[src/rtl/scroller_pkg.sv]
// Shared types and sizes for the eight-digit scroller.
// State encoding and BRAM address widths used by the sequencer.
package scroller_pkg;

    typedef enum logic [1:0] {
        PROG   = 2'd0,
        FETCH  = 2'd1,
        LOAD   = 2'd2,
        SCROLL = 2'd3
    } state_e;

    localparam int ADDRA_W   = 2;
    localparam int ADDRB_W   = 1;
    localparam int HALFWORDS = 4;

endpackage

[src/rtl/scroll_sequencer_if.sv]
// Control bundle between buttons/tick and the scroller datapath.
// master = sequencer side, slave = stimulus/datapath side.
interface scroll_sequencer_if;
    import scroller_pkg::*;

    logic               prog_btn;
    logic               write_btn;
    logic               tick;
    logic               pause;
    logic               wea;
    logic [ADDRA_W-1:0] addra;
    logic [ADDRB_W-1:0] addrb;
    logic               load_en;
    logic               shift_en;
    logic               disp_src;
    logic               word_idx;

    modport master (
        input  prog_btn, write_btn, tick, pause,
        output wea, addra, addrb, load_en, shift_en, disp_src, word_idx
    );

    modport slave (
        output prog_btn, write_btn, tick, pause,
        input  wea, addra, addrb, load_en, shift_en, disp_src, word_idx
    );

endinterface

[src/rtl/scroll_sequencer.sv]
// Program / fetch / load / scroll controller for the scroller.
// Build option: define SCROLL_PAUSE_EN to let pause freeze scrolling.
module scroll_sequencer
    import scroller_pkg::*;
#(
    parameter int RD_LAT          = 1,
    parameter int SHIFTS_PER_WORD = 8
) (
    input  logic                 clk,
    input  logic                 rst_n,
    scroll_sequencer_if.master   bus
);

    localparam logic [1:0] LAT_LAST = 2'(RD_LAT - 1);
    localparam logic [3:0] SHF_LAST = 4'(SHIFTS_PER_WORD - 1);

    state_e             state_q, state_d;
    logic [ADDRA_W-1:0] addra_q, addra_d;
    logic [ADDRB_W-1:0] addrb_q, addrb_d;
    logic               word_idx_q, word_idx_d;
    logic [1:0]         lat_cnt_q, lat_cnt_d;
    logic [3:0]         shf_cnt_q, shf_cnt_d;
    logic               run;
    logic               wea, load_en, shift_en;

`ifdef SCROLL_PAUSE_EN
    assign run = ~bus.pause;
`else
    assign run = 1'b1;
`endif

    // State and counter registers.
    always_ff @(posedge clk or negedge rst_n) begin
        if (!rst_n) begin
            state_q    <= PROG;
            addra_q    <= '0;
            addrb_q    <= '0;
            word_idx_q <= 1'b0;
            lat_cnt_q  <= '0;
            shf_cnt_q  <= '0;
        end else begin
            state_q    <= state_d;
            addra_q    <= addra_d;
            addrb_q    <= addrb_d;
            word_idx_q <= word_idx_d;
            lat_cnt_q  <= lat_cnt_d;
            shf_cnt_q  <= shf_cnt_d;
        end
    end

    // Next-state and strobe decode; prog_btn overrides every state.
    always_comb begin
        state_d    = state_q;
        addra_d    = addra_q;
        addrb_d    = addrb_q;
        word_idx_d = word_idx_q;
        lat_cnt_d  = lat_cnt_q;
        shf_cnt_d  = shf_cnt_q;
        wea        = 1'b0;
        load_en    = 1'b0;
        shift_en   = 1'b0;

        if (bus.prog_btn) begin
            state_d   = PROG;
            addra_d   = '0;
            lat_cnt_d = '0;
            shf_cnt_d = '0;
        end else begin
            unique case (state_q)
                PROG: begin
                    if (bus.write_btn) begin
                        wea = 1'b1;
                        if (addra_q == ADDRA_W'(HALFWORDS - 1)) begin
                            addra_d   = '0;
                            addrb_d   = '0;
                            lat_cnt_d = '0;
                            state_d   = FETCH;
                        end else begin
                            addra_d = addra_q + 1'b1;
                        end
                    end
                end
                FETCH: begin
                    if (lat_cnt_q == LAT_LAST) begin
                        lat_cnt_d = '0;
                        state_d   = LOAD;
                    end else begin
                        lat_cnt_d = lat_cnt_q + 2'd1;
                    end
                end
                LOAD: begin
                    load_en    = 1'b1;
                    word_idx_d = addrb_q;
                    shf_cnt_d  = '0;
                    state_d    = SCROLL;
                end
                SCROLL: begin
                    if (bus.tick && run) begin
                        shift_en = 1'b1;
                        if (shf_cnt_q == SHF_LAST) begin
                            shf_cnt_d = '0;
                            lat_cnt_d = '0;
                            addrb_d   = ~addrb_q;
                            state_d   = FETCH;
                        end else begin
                            shf_cnt_d = shf_cnt_q + 4'd1;
                        end
                    end
                end
            endcase
        end
    end

    assign bus.wea      = wea & rst_n;
    assign bus.load_en  = load_en;
    assign bus.shift_en = shift_en;
    assign bus.addra    = addra_q;
    assign bus.addrb    = addrb_q;
    assign bus.word_idx = word_idx_q;
    assign bus.disp_src = (state_q == PROG);

endmodule
[src/flat_wrapper.sv]
// flat-port wrapper written by rule: the top's interface ports become plain ports
module scroll_sequencer_flat import scroller_pkg::*;
#(
    parameter int RD_LAT          = 1,
    parameter int SHIFTS_PER_WORD = 8
)
  (clk, rst_n, bus_prog_btn, bus_write_btn, bus_tick, bus_pause, bus_wea, bus_addra, bus_addrb, bus_load_en, bus_shift_en, bus_disp_src, bus_word_idx);
  scroll_sequencer_if bus_i ();
  input  logic clk;
  input  logic rst_n;
  input wire logic [$bits(bus_i.prog_btn)-1:0] bus_prog_btn;
  input wire logic [$bits(bus_i.write_btn)-1:0] bus_write_btn;
  input wire logic [$bits(bus_i.tick)-1:0] bus_tick;
  input wire logic [$bits(bus_i.pause)-1:0] bus_pause;
  output wire logic [$bits(bus_i.wea)-1:0] bus_wea;
  output wire logic [$bits(bus_i.addra)-1:0] bus_addra;
  output wire logic [$bits(bus_i.addrb)-1:0] bus_addrb;
  output wire logic [$bits(bus_i.load_en)-1:0] bus_load_en;
  output wire logic [$bits(bus_i.shift_en)-1:0] bus_shift_en;
  output wire logic [$bits(bus_i.disp_src)-1:0] bus_disp_src;
  output wire logic [$bits(bus_i.word_idx)-1:0] bus_word_idx;
  assign bus_i.prog_btn = bus_prog_btn;
  assign bus_i.write_btn = bus_write_btn;
  assign bus_i.tick = bus_tick;
  assign bus_i.pause = bus_pause;
  assign bus_wea = bus_i.wea;
  assign bus_addra = bus_i.addra;
  assign bus_addrb = bus_i.addrb;
  assign bus_load_en = bus_i.load_en;
  assign bus_shift_en = bus_i.shift_en;
  assign bus_disp_src = bus_i.disp_src;
  assign bus_word_idx = bus_i.word_idx;
  scroll_sequencer #(.RD_LAT(RD_LAT), .SHIFTS_PER_WORD(SHIFTS_PER_WORD)) u_core (.clk(clk), .rst_n(rst_n), .bus(bus_i));
endmodule
[config.mk]
export PLATFORM = sky130hd
export DESIGN_NAME = scroll_sequencer_flat
export DESIGN_NICKNAME = d
export VERILOG_FILES = /design/src/rtl/scroller_pkg.sv /design/src/rtl/scroll_sequencer_if.sv /design/src/rtl/scroll_sequencer.sv /design/src/flat_wrapper.sv
export SDC_FILE = /design/constraint.sdc
export NUM_CORES = 1
export LEC_CHECK = 0
export BUFFER_PORTS_ARGS = -buffer_cell sky130_fd_sc_hd__buf_4
export CORE_MARGIN = 1
export CORE_UTILIZATION = 57
export DETAILED_ROUTE_END_ITERATION = 6
export PLACE_DENSITY = 0.87
export REMOVE_ABC_BUFFERS = 1
export SLEW_MARGIN = 20
export SYNTH_ARGS = -nofsm -noshare
export SYNTH_HDL_FRONTEND = slang
export SYNTH_SLANG_ARGS = --single-unit
[constraint.sdc]
create_clock -name clk -period 3.9 [get_ports clk]
set_input_delay 0.975 -clock clk [delete_from_list [all_inputs] [get_ports clk]]
set_output_delay 0.975 -clock clk [all_outputs]
set_load 0.05 [all_outputs]
After elaboration in Yosys (flattened, before gate mapping)
Index checks and enable logic that the tools add are counted.
Word-level totals
  register bits after elaboration: 12
  latch bits: 0
  RAM bits: 0
  bits in read-only memories: 0
  output and inout port bits: 8
  memories: 0
Operators by class
  $add $sub $neg: 3
  multiply operators: 0
  div/mod/pow operators: 0
  $lt $le $gt $ge: 0
  eq/ne operators: 14
  shifts and indexed selects: 0
  muxes and demuxes: 35
  bitwise logic cells: 3
  reduce and logical (&&, ||, !) cells: 13
Operators by type and width (count)
  2-to-1 mux 2 bit: 16
  2-to-1 mux 1 bit: 12
  2-to-1 mux 4 bit: 3
  AND reduction 5 bit: 2
  inequality test 3 x 2 -> 1 bit (second input constant): 3
  one-hot mux 2 bit (4 select lines): 1
  one-hot mux 4 bit (2 select lines): 1
  equality test 2 bit (second input constant): 3
  inequality test 3 bit (second input constant): 2
  one-hot mux 2 bit (3 select lines): 1
  AND reduction 2 bit: 3
  AND reduction 6 bit: 1
  nonzero test 2 bit: 3
  adder 2 x 1 -> 2 bit (second input constant): 2
  adder 4 x 1 -> 4 bit (second input constant): 1
  equality test 4 x 3 -> 1 bit (second input constant): 1
  logical NOT 2 bit: 2
  inequality test 2 x 1 -> 1 bit (second input constant): 2
  inequality test 2 bit (second input constant): 2
  nonzero test 4 bit: 1
  nonzero test 3 bit: 1
  equality test 2 x 1 -> 1 bit (second input constant): 1
  inverter 1 bit: 2
  one-hot mux 1 bit (2 select lines): 1
  AND 1 bit: 1

Longest topological paths before layout
  word-level depth: 5
  depth in mapped cells: 6
  gate-level depth less buffers: 6

Worst setup path after synthesis
No wires, ideal clock.
  path type: flip-flop to output port
  start: register u_core.state_q[0]
  end: output port bus_wea
  data arrival time: 2.400 ns
  required time: 2.925 ns
  setup slack: 0.525 ns
  cell stages (with the launch flop): 5
  cell sequence: dfrtp_1 inv_1 ha_1 nand2_1 nor3b_1
Between the ends
  word-level cells in the longest chain between the ends: 4
RTL lines
  start, declared: line scroll_sequencer.sv:17  | state_e state_q, state_d;
  start signal, assigned: line scroll_sequencer.sv:42  | state_q <= state_d;
  logical NOT 2 bit
  via bus_disp_src: line flat_wrapper.sv:20  | output wire logic [$bits(bus_i.disp_src)-1:0] bus_disp_src;
  2-to-1 mux 1 bit: line scroll_sequencer.sv:69  | unique case (state_q)
  2-to-1 mux 1 bit: line scroll_sequencer.sv:63  | if (bus.prog_btn) begin
  AND 1 bit: line scroll_sequencer.sv:114  | assign bus.wea = wea & rst_n;
  end, declared: line flat_wrapper.sv:15  | output wire logic [$bits(bus_i.wea)-1:0] bus_wea;
The timed path passes the listed nets, and every way through them passes these cells.

Worst setup path after layout
  start: register u_core.state_q[1]
  end: output port bus_wea
Between the ends
  word-level cells in the longest chain between the ends: 4
RTL lines (line)
  logical NOT 2 bit: scroll_sequencer.sv:69
  2-to-1 mux 1 bit: scroll_sequencer.sv:69
  2-to-1 mux 1 bit: scroll_sequencer.sv:63
  AND 1 bit: scroll_sequencer.sv:114
No other way between the ends.

==> reports/metrics.cfg <==
[run_status]
outcome=finished, final reports clean

[setup_path]
crit_fanout=5
path_buf_inv=2
startpoint_type=flop
path_delay_family=flip-flops
path_class=flop to output pin
cp_cell_sequence=inv_1 > ha_1 > nand2_1 > nor3b_1 > buf_4
cpPeakStageDelay_ns=0.41
endpoint_kind=output pin
cp_slowest_cell=dfrtp_1
cp.required_ns=2.92
worst_ep_arrival_time_ns=1.62
ff2ff_setup_slack_ns=2.11

[synth]
synth_common_cells=12 x dfrtp_1, 9 x ha_1, 8 x a21oi_1
synth_flop_cell=dfrtp_1
yosysWarnings=0
mappedNetlistArea_um2=774.5
synth_top_area_share_pct=38.77
synth_most_common_cell=dfrtp_1
synth_cells=84
synthTopCellsByArea=dfrtp_1 39%, ha_1 15%, a21oi_1 5.2%
yosys.area.top_type=dfrtp_1
synth.distinct_cells=27
synth-seq-cells=12
synth.avg_cell_area_um2=9.220
yosysSeqAreaShare_pct=38.77
synthArstFlopShare_pct=100.0
synth-edff-count=0

[floorplanning]
start_util_pct=65.30
core_um2=1186
die_w_um=38.86
ios=14
fp.dieH_um=38.86
fp-row-count=12
dieArea_um2=1510

[sta]
final_max_slew_viol_count=0
post-route-min-period_ns=2.594
setup_viol=0
rsz0062_at_grt=no
setup_ws_ns=1.306
skew_ns=0.001578
worstMarginPinSlew_ns=0.4499
final.setup.tns_ns=0
fin_hold_ws_ns=0.5162
hold_viol=0
fmax_ghz=0.3855
fin_crit_sh_pct=66.51
relSlewSlack_pct=69.82

[worst_hold_path]
min_path_type=primary input to async pin

[routing]
vias=648
dr.pass1.iters=4
drt-initial-drc-count=14
drc_errors=0
routed_wl_um=1476
wl_per_cell_um=13.18
ant_nets=0
viasPerCell=5.786

[pwr]
clockPowerShare_pct=28.4
power_frac_comb_pct=32.2
irDropWorstVdd_uv=330.7
p_int_mw=0.2265
p_sw_share_pct=35.71
power.leakage_nw=0.4312
power.total_mw=0.3523
seqPwrFrac_pct=39.4
p_switching_mw=0.1258
powerDensity_nw_per_um2=387.3

[layout]
diodes=0
fillers=86
drive_gt1_share_pct=19.39
area_delta_synth_final_pct=17.45
post-route-util_pct=76.69
num-nets-final=114

[clocking]
worst_skew_pair.late_latency_ns=0.28
post-cts-setup-buffers=0
max-clock-path-buffers=2
ctsResizeCount=0
cts-htree-levels=1
clock-sinks=12
cts-root-buf=clkbuf_4
holdBufCountCts=0
clkTransAtPathRegs_ns=0.08
cts_buffers=3
cts_tree=done

[place]
hpwl_um=1131
port-buffer-count=12
post-place-ws_ns=1.322
globalplace.congestion=0.7089

[grt]
grt.total_usage_pct=26.19
grt_pass1_wl_um=2504
first_global_vias=583
overflow=0
antenna_found_initial=0
grt_max_degree=16

[run]
drv_cap=0

## logic make-up (layout without fill, tap and decap cells)
kind of cell,after synthesis,after routing,share of synthesized area [%]
xor+xnor,1,1,1.131
flops,12,12,38.77
compound gates,18,18,14.70
fa+ha+maj,9,9,14.54
mux,3,3,4.039
buf+inv,9,23,4.523
simple gates,32,32,22.29
## registers in the layout, summed over array words and instances, names as in the netlist
signal / cells
u_core.lat_cnt_q: 2
u_core.shf_cnt_q: 4
u_core.bus.word_idx: 1
u_core.state_q: 2
u_core.bus.addrb: 1
u_core.bus.addra: 2
## placed cells by master (no fill, tap or decap), types with 2 or more instances in the layout
cell and count:
nor2_1 7, nor3b_1 2, clkbuf_4 3, nor2b_1 5, mux2i_1 2, buf_4 12
o21ai_0 3, dfrtp_1 12, ha_1 9, inv_1 7, a21o_1 2, nand4_1 3
a21oi_1 8, nand3_1 3, nand2_1 7
## routing by layer
| layer | part of all wire (%) | track usage, % |
|---|---|---|
| met5 | 0 | 0 |
| met4 | 1.3 | 10.34 |
| met3 | 4.5 | 8.671 |
| met2 | 51 | 44.58 |
| met1 | 43 | 29.85 |
## layout make-up
| class | count | area, µm² | share of cell area (%) |
|---|---|---|---|
| well taps | 14 | 17.52 | 1.926 |
| clock buffers | 4 | 36.28 | 3.989 |
| repair buffers | 12 | 90.09 | 9.904 |
| inverters | 7 | 26.28 | 2.889 |
| flip-flops and latches | 12 | 300.3 | 33.01 |
| multi-input cells | 63 | 439.2 | 48.28 |
## power by group through the flow
stage / Sequential [mW] / Combinational [mW] / Clock [mW]
floorplan: 0.152 / 0.0702 / 0
global placement: 0.141 / 0.110 / 0
detailed placement: 0.141 / 0.114 / 0
CTS: 0.139 / 0.114 / 0.103
global route: 0.140 / 0.125 / 0.110
finish: 0.139 / 0.114 / 0.0999
## metrics by stage
step,cells,area [µm²]
after floorplan,82,765.7
after global placement,108,873.3
after detailed placement,108,873.3
after CTS,112,909.6
after global routing,112,909.6
final,112,909.6
## worst register-to-register path, cell delays in order, from the launching register on
cell and delay, ns:
dfrtp_1 0.43, ha_1 0.35, nor2b_1 0.20, a211oi_1 0.41, nand4_1 0.15, a21oi_1 0.17
## worst paths after layout
check / from / cells after the start / endpoint
min: rst_n / 1 / u_core.bus.word_idx
max in group asynchronous: rst_n / 1 / u_core.lat_cnt_q[1]
min reg2reg: u_core.bus.word_idx / 1 / u_core.bus.word_idx
max: u_core.state_q[1] / 5 / bus_wea
min in group clk: u_core.bus.word_idx / 1 / u_core.bus.word_idx
max reg2reg: u_core.state_q[0] / 5 / u_core.lat_cnt_q[0]
(Power assumes the default switching activity.)
